### src/rtl/regfile_pkg.sv
// Shared constants and types for the debug-capable register file.
package regfile_pkg;

    localparam int PC_IDX = 15;
    localparam int LR_IDX = 14;

    typedef enum logic [0:0] {
        IDLE   = 1'b0,
        STREAM = 1'b1
    } dump_state_t;

endpackage

### src/rtl/regfile_dump_fsm.sv
// Register-dump streamer: walks indices 0..NREGS-1 under a valid/ready handshake.
module regfile_dump_fsm
    import regfile_pkg::*;
#(
    parameter int NREGS = 16
) (
    input  logic                     clk,
    input  logic                     reset,
    input  logic                     dump_start,
    input  logic                     dump_ready,
    output logic                     dump_busy,
    output logic                     dump_valid,
    output logic [$clog2(NREGS)-1:0] dump_idx,
    output logic                     dump_last
);

    localparam int AW = $clog2(NREGS);
    localparam logic [AW-1:0] PRE_LAST_IDX = AW'(NREGS - 2);

    dump_state_t   state_r;
    logic [AW-1:0] idx_r;
    logic          valid_r;
    logic          busy_r;
    logic          last_r;

    // Dump state, index counter and registered handshake outputs.
    always_ff @(posedge clk) begin
        if (reset) begin
            state_r <= IDLE;
            idx_r   <= {AW{1'b0}};
            valid_r <= 1'b0;
            busy_r  <= 1'b0;
            last_r  <= 1'b0;
        end else begin
            case (state_r)
                IDLE: begin
                    if (dump_start) begin
                        state_r <= STREAM;
                        idx_r   <= {AW{1'b0}};
                        valid_r <= 1'b1;
                        busy_r  <= 1'b1;
                        last_r  <= 1'b0;
                    end else begin
                        state_r <= IDLE;
                    end
                end
                STREAM: begin
                    // dump_start is deliberately ignored while streaming
                    if (dump_ready && last_r) begin
                        state_r <= IDLE;
                        idx_r   <= {AW{1'b0}};
                        valid_r <= 1'b0;
                        busy_r  <= 1'b0;
                        last_r  <= 1'b0;
                    end else if (dump_ready) begin
                        idx_r  <= idx_r + {{(AW-1){1'b0}}, 1'b1};
                        last_r <= (idx_r == PRE_LAST_IDX);
                    end else begin
                        state_r <= STREAM;
                    end
                end
                default: begin
                    state_r <= IDLE;
                    idx_r   <= {AW{1'b0}};
                    valid_r <= 1'b0;
                    busy_r  <= 1'b0;
                    last_r  <= 1'b0;
                end
            endcase
        end
    end

    assign dump_busy  = busy_r;
    assign dump_valid = valid_r;
    assign dump_idx   = idx_r;
    assign dump_last  = last_r;

endmodule

### src/rtl/regfile_dbg.sv
// ARM-style register file with link write, optional bypass, debug export and dump port.
module regfile_dbg
    import regfile_pkg::*;
#(
    parameter int WIDTH  = 32,
    parameter int NREGS  = 16,
    parameter int NDBG   = 4,
    parameter int BYPASS = 0
) (
    input  logic                     clk,
    input  logic                     reset,
    input  logic [$clog2(NREGS)-1:0] a1,
    input  logic [$clog2(NREGS)-1:0] a2,
    output logic [WIDTH-1:0]         rd1,
    output logic [WIDTH-1:0]         rd2,
    input  logic [WIDTH-1:0]         r15,
    input  logic                     we3,
    input  logic [$clog2(NREGS)-1:0] a3,
    input  logic [WIDTH-1:0]         wd3,
    input  logic                     bl_we,
    input  logic [WIDTH-1:0]         lr_data,
    output logic [NDBG*WIDTH-1:0]    dbg_regs,
    input  logic                     dump_start,
    output logic                     dump_busy,
    output logic                     dump_valid,
    input  logic                     dump_ready,
    output logic [$clog2(NREGS)-1:0] dump_idx,
    output logic [WIDTH-1:0]         dump_data,
    output logic                     dump_last
);

    localparam int AW = $clog2(NREGS);
    localparam logic [AW-1:0] PC_A = AW'(PC_IDX);
    localparam logic [AW-1:0] LR_A = AW'(LR_IDX);

    logic [WIDTH-1:0] regs_r [NREGS];
    logic [WIDTH-1:0] rd1_s;
    logic [WIDTH-1:0] rd2_s;
    logic [WIDTH-1:0] dump_data_s;

    // PC is never stored; the link write takes priority over a port write to LR.
    function automatic logic [WIDTH-1:0] read_mux(
        input logic [AW-1:0]    addr,
        input logic [WIDTH-1:0] stored,
        input logic [WIDTH-1:0] pc_val,
        input logic             we,
        input logic [AW-1:0]    wa,
        input logic [WIDTH-1:0] wd,
        input logic             lr_we,
        input logic [WIDTH-1:0] lr_val
    );
        if (addr == PC_A) begin
            return pc_val;
        end else if ((BYPASS != 0) && lr_we && (addr == LR_A)) begin
            return lr_val;
        end else if ((BYPASS != 0) && we && (addr == wa)) begin
            return wd;
        end else begin
            return stored;
        end
    endfunction

    // Register storage update.
    always_ff @(posedge clk) begin
        for (int i = 0; i < NREGS; i++) begin
            if (reset) begin
                regs_r[i] <= {WIDTH{1'b0}};
            end else if (i == PC_IDX) begin
                regs_r[i] <= {WIDTH{1'b0}};
            end else if (bl_we && (i == LR_IDX)) begin
                regs_r[i] <= lr_data;
            end else if (we3 && (a3 == AW'(i))) begin
                regs_r[i] <= wd3;
            end else begin
                regs_r[i] <= regs_r[i];
            end
        end
    end

    // Combinational read ports.
    always_comb begin
        rd1_s = read_mux(a1, regs_r[a1], r15, we3, a3, wd3, bl_we, lr_data);
        rd2_s = read_mux(a2, regs_r[a2], r15, we3, a3, wd3, bl_we, lr_data);
    end

    assign rd1 = rd1_s;
    assign rd2 = rd2_s;

    // Dump data tracks live register content, not a snapshot.
    always_comb begin
        dump_data_s = regs_r[dump_idx];
        if (dump_idx == PC_A) begin
            dump_data_s = r15;
        end else begin
            dump_data_s = regs_r[dump_idx];
        end
    end

    assign dump_data = dump_data_s;

    for (genvar g = 0; g < NDBG; g++) begin : g_dbg
        assign dbg_regs[g*WIDTH +: WIDTH] = regs_r[g];
    end

    regfile_dump_fsm #(
        .NREGS(NREGS)
    ) u_dump_fsm (
        .clk        (clk),
        .reset      (reset),
        .dump_start (dump_start),
        .dump_ready (dump_ready),
        .dump_busy  (dump_busy),
        .dump_valid (dump_valid),
        .dump_idx   (dump_idx),
        .dump_last  (dump_last)
    );

endmodule

### config.mk
export PLATFORM = sky130hd
export DESIGN_NAME = regfile_dbg
export DESIGN_NICKNAME = d
export VERILOG_FILES = /design/src/rtl/regfile_pkg.sv /design/src/rtl/regfile_dump_fsm.sv /design/src/rtl/regfile_dbg.sv
export SDC_FILE = /design/constraint.sdc
export NUM_CORES = 1
export LEC_CHECK = 0
export ABC_CLOCK_PERIOD_IN_PS = 6100
export CORE_AREA = 2 2 288 290
export CTS_BUF_LIST = sky130_fd_sc_hd__clkbuf_4 sky130_fd_sc_hd__clkbuf_8
export DETAILED_ROUTE_END_ITERATION = 7
export DIE_AREA = 0 0 290 292
export DONT_BUFFER_PORTS = 1
export PLACE_DENSITY = 0.58
export SYNTH_ARGS = -nofsm -noshare
export SYNTH_HDL_FRONTEND = slang
export SYNTH_SLANG_ARGS = --single-unit
### constraint.sdc
create_clock -name clk -period 6.1 [get_ports clk]
set_clock_uncertainty 0.15 [all_clocks]
set_input_delay 0.915 -clock clk [delete_from_list [all_inputs] [get_ports clk]]
set_output_delay 0.915 -clock clk [all_outputs]
set_load 0.02 [all_outputs]
==> results of run 1 <==
[path summary, 6_finish.rpt]
kind / from / to / slack (ps) / depth (start not counted)
setup / recovery: u_dump_fsm.dump_idx[1] / dump_data[18] / 1110 / 4
hold / removal: reset / u_dump_fsm.dump_last / 160 / 1
setup reg to reg: u_dump_fsm.dump_idx[0] / flop / 4530 / 5
hold reg to reg: u_dump_fsm.state_r / u_dump_fsm.state_r / 510 / 2
[registers in the layout, indices dropped and copies added, names as in the netlist, named ones only]
register,cells
regs_r,480
u_dump_fsm.dump_idx,4
u_dump_fsm.dump_last,1
u_dump_fsm.dump_valid,1
u_dump_fsm.state_r,1
[cell families after synthesis]
logic type               Yosys count
AND/OR/NAND/NOR                  601
flip-flops                       491
multiplexers                     480
AO/OA/AOI/OAI                    393
buffers and inverters            287
adder cells (fa/ha/maj)            2
[metrics by stage]
step           setup slack, ps  area (sq um)  hold slack [ps]
2_1_floorplan              903         30700              416
5_1_grt                   1050         33200              136
4_1_cts                   1220         33200              111
3_3_place_gp              2020         31500              488
6_report                  1110         33300              158
3_5_place_dp              1980         31500              495
[power breakdown]
| part | switching, mW | total, mW | internal [mW] |
|---|---|---|---|
| logic | 0.659 | 1.16 | 0.503 |
| clock network | 1.47 | 3.27 | 1.80 |
| registers | 0.288 | 4.21 | 3.92 |
[cell usage after synthesis (32+ instances only)]
cell type    n  share of area (%)
edfxtp_1   480                 47
buf_2       57               0.93
nand2_1     67               0.82
mux2i_1    162                5.3
o221ai_1    55                1.6
clkbuf_1   155                1.9
nor2_1      43               0.53
o21ai_0     92                1.5
o22ai_1     52                1.1
o211ai_1   119                2.9
a22o_1      32               0.91
and2_1     448                9.1
mux4_2     287                 21
inv_1       36               0.44
[metal layers]
layer	vias up	part of all wire [%]
met5	-	0.044
met4	8	3.7
met3	241	12
met2	1507	46
met1	11400	38
li1	8642	-
[cell type report]
| type | count | area [sq um] | area share, % |
|---|---|---|---|
| diodes | 4 | 10.0 | 0.0301 |
| clock buffers | 117 | 1450 | 4.37 |
| clock inverters | 38 | 330 | 0.993 |
| inverters | 36 | 135 | 0.406 |
| multi-input cells | 1476 | 15000 | 45.2 |
| flip-flops and latches | 491 | 14600 | 44.0 |
| well taps | 1070 | 1340 | 4.03 |
| repair buffers | 38 | 323 | 0.971 |
==> metrics.txt, run 1 <==
outcome finished, final reports clean; post-CTS setup buffers 0; number of fill cells 7,437; Max Fclk 200 MHz; first-pass GRT wire length 168,000 microns; clock buffer depth 3; met3 Use GR 8.91%; TritonCTS clock tree yes; largest net degree at the start of global routing 143; Synth Warn # 0; nets 2,246; Leakage 10.8 nW; total of max-cap violations 0; final hold vios 0; num rows 105; Die X 290 microns; mux cell area share after synthesis 27.5%; Worst path top cell family by delay simple AND/OR/NAND/NOR gates; fin util 40.8%; total CTS buffers 87; crit path cell chain ha_1 -> and3_2 -> or2_2 -> o211ai_1; vias in the first global route 20,900; syn nets 2,370; Worst EP arrival 3930 ps; Die H 292 microns; met2 Use GR 43.2%; Setup CP Type flop to primary output; core footprint 81,600 sq um; share of cells above drive strength 1 24.2%; synthesized flop and latch total 491; DRC 0; starting density of the core 37.6%; global-route usage over all layers 27.9%; Starting DRT DRC Count 2,965; Max IR drop VDD 0.180 mV; Syn-to-layout area delta 8.39%; hpwl dp 76,700 microns; largest family of logic cells by synthesized area multiplexers; via count 21,800; Worst Setup End Kind primary output; GR Overflow Total 0; Hold Crit Class primary input to flop; Final ANT Viol Nets 0; XOR/XNOR Fraction of Synth Area 0%; crit path launch type flop; # resized after CTS 0; Worst-Margin Slew 1200 ps; GRT met1 Usage 37.0%; Worst path max stage delay 910 ps; Gate Count Post-Synth 2,254; CTS Hold Bufs 0; clock sinks 491; syn avg cell area 13.6 sq um; most frequent cells in the layout edfxtp_1, and2_1, mux4_2; most common cell after layout, fill and taps aside edfxtp_1; sequential area share after synthesis 47.7%; Tot Pwr 8.64 mW; synth unique cells 46; Main synth FF type edfxtp_1; Synth Area in Adders 0.0816%; gpl congestion 0.967; Bufs and invs on worst path 0; Worst-Skew Late Latency 690 ps; Routed WL 121,000 microns; compound-gate portion of the synthesized area 9.04%; pwr dens 260 nW/um^2; placed cells 3,111; slew margin rel. 20.0%; WL/cell 37.0 microns; Cell Area, Synth 30,700 sq um; initial antenna violation count 10; Final Max Slew Viols 0; # setup viols final 0; min Tclk post-route 4990 ps; number of synthesized flops with an enable pin 480; asr flop ratio synth 0%; Port Buffers 0; Clock Pin Slew Worst Setup and Hold Paths 60 ps; Tcrit/Tclk final 81.9%; RSZ-0062 raised after global routing no; DRT Pass-1 Iters 6; Clock Tree Root clkbuf_8; post-synthesis simple-gate area fraction 11.4%; Crit Path Max Fanout 34; setup_tns 0 ps; Post-Layout Cell Count 3,270; die area 84,700 sq um; Required @ worst endpoint 5030 ps; grt peak-use layer met2; critical path's slowest cell and3_2; CTS H-tree depth 3; vias per inst 6.66; num ports 345
(Power assumes the default switching activity.)
==> run 2, diff against run 1 <==
Settings changed: ABC_CLOCK_PERIOD_IN_PS 6100 to 4700.
Clock period 6.1 ns to 4.7 ns, I/O delays scaled along.
==> metrics.txt, run 2 (synthesized netlist as in run 1, its figures left out) <==
outcome finished, final reports clean; worst setup margin 614 ps; Worst Hold Launch wd3[0]; Required @ worst endpoint 3850 ps; placed cells 3,123; Starting DRT DRC Count 2,951; Port Buffers 0; starting density of the core 37.6%; Die X 290 microns; vias in the first global route 21,000; hold worst-path end regs_r[12][0]; crit path cell chain ha_1 -> and3_2 -> buf_4 -> nor2b_4 -> o211ai_1 -> o211ai_1; num ports 345; most common cell after layout, fill and taps aside edfxtp_1; Worst R2R Setup Slack 2810 ps; DRT Pass-1 Iters 6; crit path launch type flop; Worst-Margin Slew 1350 ps; met3 Use GR 9.98%; slew margin rel. 8.91%; final hold vios 0; most frequent cells in the layout edfxtp_1, and2_1, mux4_2; Worst EP arrival 3230 ps; number of fill cells 7,378; # setup viols final 0; CTS H-tree depth 3; GRT met1 Usage 37.6%; vias per inst 6.57; share of cells above drive strength 1 24.6%; Clock Pin Slew Worst Setup and Hold Paths 60 ps; WL/cell 37.0 microns; met2 Use GR 43.3%; RSZ-0062 raised after global routing no; Hold Crit Class primary input to flop; Clock Tree Root clkbuf_8; Worst path max stage delay 490 ps; pwr dens 341 nW/um^2; max reg flops 480; Worst Setup End Kind primary output; R2R cell count 5; gpl congestion 0.959; critical path's slowest cell o211ai_1; Max Fclk 245 MHz; total of max-cap violations 0; Post-Layout Cell Count 3,292; largest net degree at the start of global routing 143; most used cell, CP o211ai_1; nets 2,264; Syn-to-layout area delta 9.08%; TritonCTS clock tree yes; clock sinks 491; Routed WL 122,000 microns; grt peak-use layer met2; Final Max Slew Viols 0; fin util 41.0%; Bufs and invs on worst path 1; DRC 0; GR Overflow Total 0; Final ANT Viol Nets 0; min Tclk post-route 4090 ps; core footprint 81,600 sq um; Worst path top cell family by delay compound AO/OA/AOI/OAI gates; setup_tns 0 ps; Biggest register regs_r; via count 21,600; first-pass GRT wire length 170,000 microns; Critical Path Stages 6; hpwl dp 79,400 microns; initial antenna violation count 17; Setup CP Type flop to primary output; r2r startpoint u_dump_fsm.dump_idx[0]; Leakage 11.0 nW; Worst-Skew Late Latency 690 ps; Tcrit/Tclk final 86.9%; total CTS buffers 87; hold path cells 1; # resized after CTS 0; die area 84,700 sq um; Max IR drop VDD 0.164 mV; clock buffer depth 3; Placement Setup Slack 1350 ps; Die H 292 microns; global-route usage over all layers 28.2%; num rows 105; Crit Path Max Fanout 33
run 2: changes by cell type in the layout (fill, tap and decap cells not counted):
cell           delta
bufinv_16         +3
nor2_4            -5
clkinv_1          +2
dlygate4sd3_1     +6
clkinv_2          +5
buf_4            +12
clkbuf_4          -2
nor2_2            +5
diode_2           -2
clkinvlp_4        -2
run 2: through the flow:
stage / power, mW / area (sq um) / hold slack, ps
after floorplan: 6.63 / 30700 / 416
after global placement: 7.01 / 31500 / 492
after detailed placement: 7.04 / 31500 / 492
after CTS: 11.4 / 33500 / 0.401
after global routing: 11.7 / 33500 / 31.9
final: 11.4 / 33500 / 54.2
run 2: area by class of cell:
| type | count | area, sq um | share of cell area, % |
|---|---|---|---|
| multi-input cells | 1476 | 15000 | 44.8 |
| flip-flops and latches | 491 | 14600 | 43.8 |
| clock buffers | 115 | 1440 | 4.30 |
| well taps | 1070 | 1340 | 4.00 |
| repair buffers | 56 | 473 | 1.41 |
| clock inverters | 46 | 438 | 1.31 |
| inverters | 36 | 135 | 0.404 |
| diodes | 2 | 5.00 | 0.0150 |
run 2: timing repair:
| item | CTS | global route |
|---|---|---|
| hold buffers | 6 | 0 |
| setup buffers | 0 | 0 |
| endpoints found under the hold margin | 7 | 0 |
run 2: per-layer routing:
| metal | vias to the layer above | part of all wire [%] |
|---|---|---|
| met2 | 1408 | 45 |
| met1 | 11300 | 39 |
| met3 | 212 | 12 |
| li1 | 8678 | - |
| met5 | - | 0.099 |
| met4 | 18 | 3.1 |
run 2: power breakdown:
| group | switching (mW) | internal [mW] | total [mW] | leakage (nW) |
|---|---|---|---|---|
| Combinational | 0.876 | 0.659 | 1.53 | 5.25 |
| Sequential | 0.366 | 5.09 | 5.46 | 4.73 |
| Clock | 1.93 | 2.49 | 4.43 | 0.992 |
run 2: how the worst max path moves through the flow:
stage / start / to / slack, ps
4_1_cts: flop / dump_data[31] / 610
5_1_grt: flop / dump_data[31] / 460
6_report: u_dump_fsm.dump_idx[0] / dump_data[18] / 610
2_1_floorplan: a3[1] / regs_r[1][0] / 430
3_3_place_gp: flop / dump_data[31] / 1360
3_5_place_dp: flop / dump_data[31] / 1350
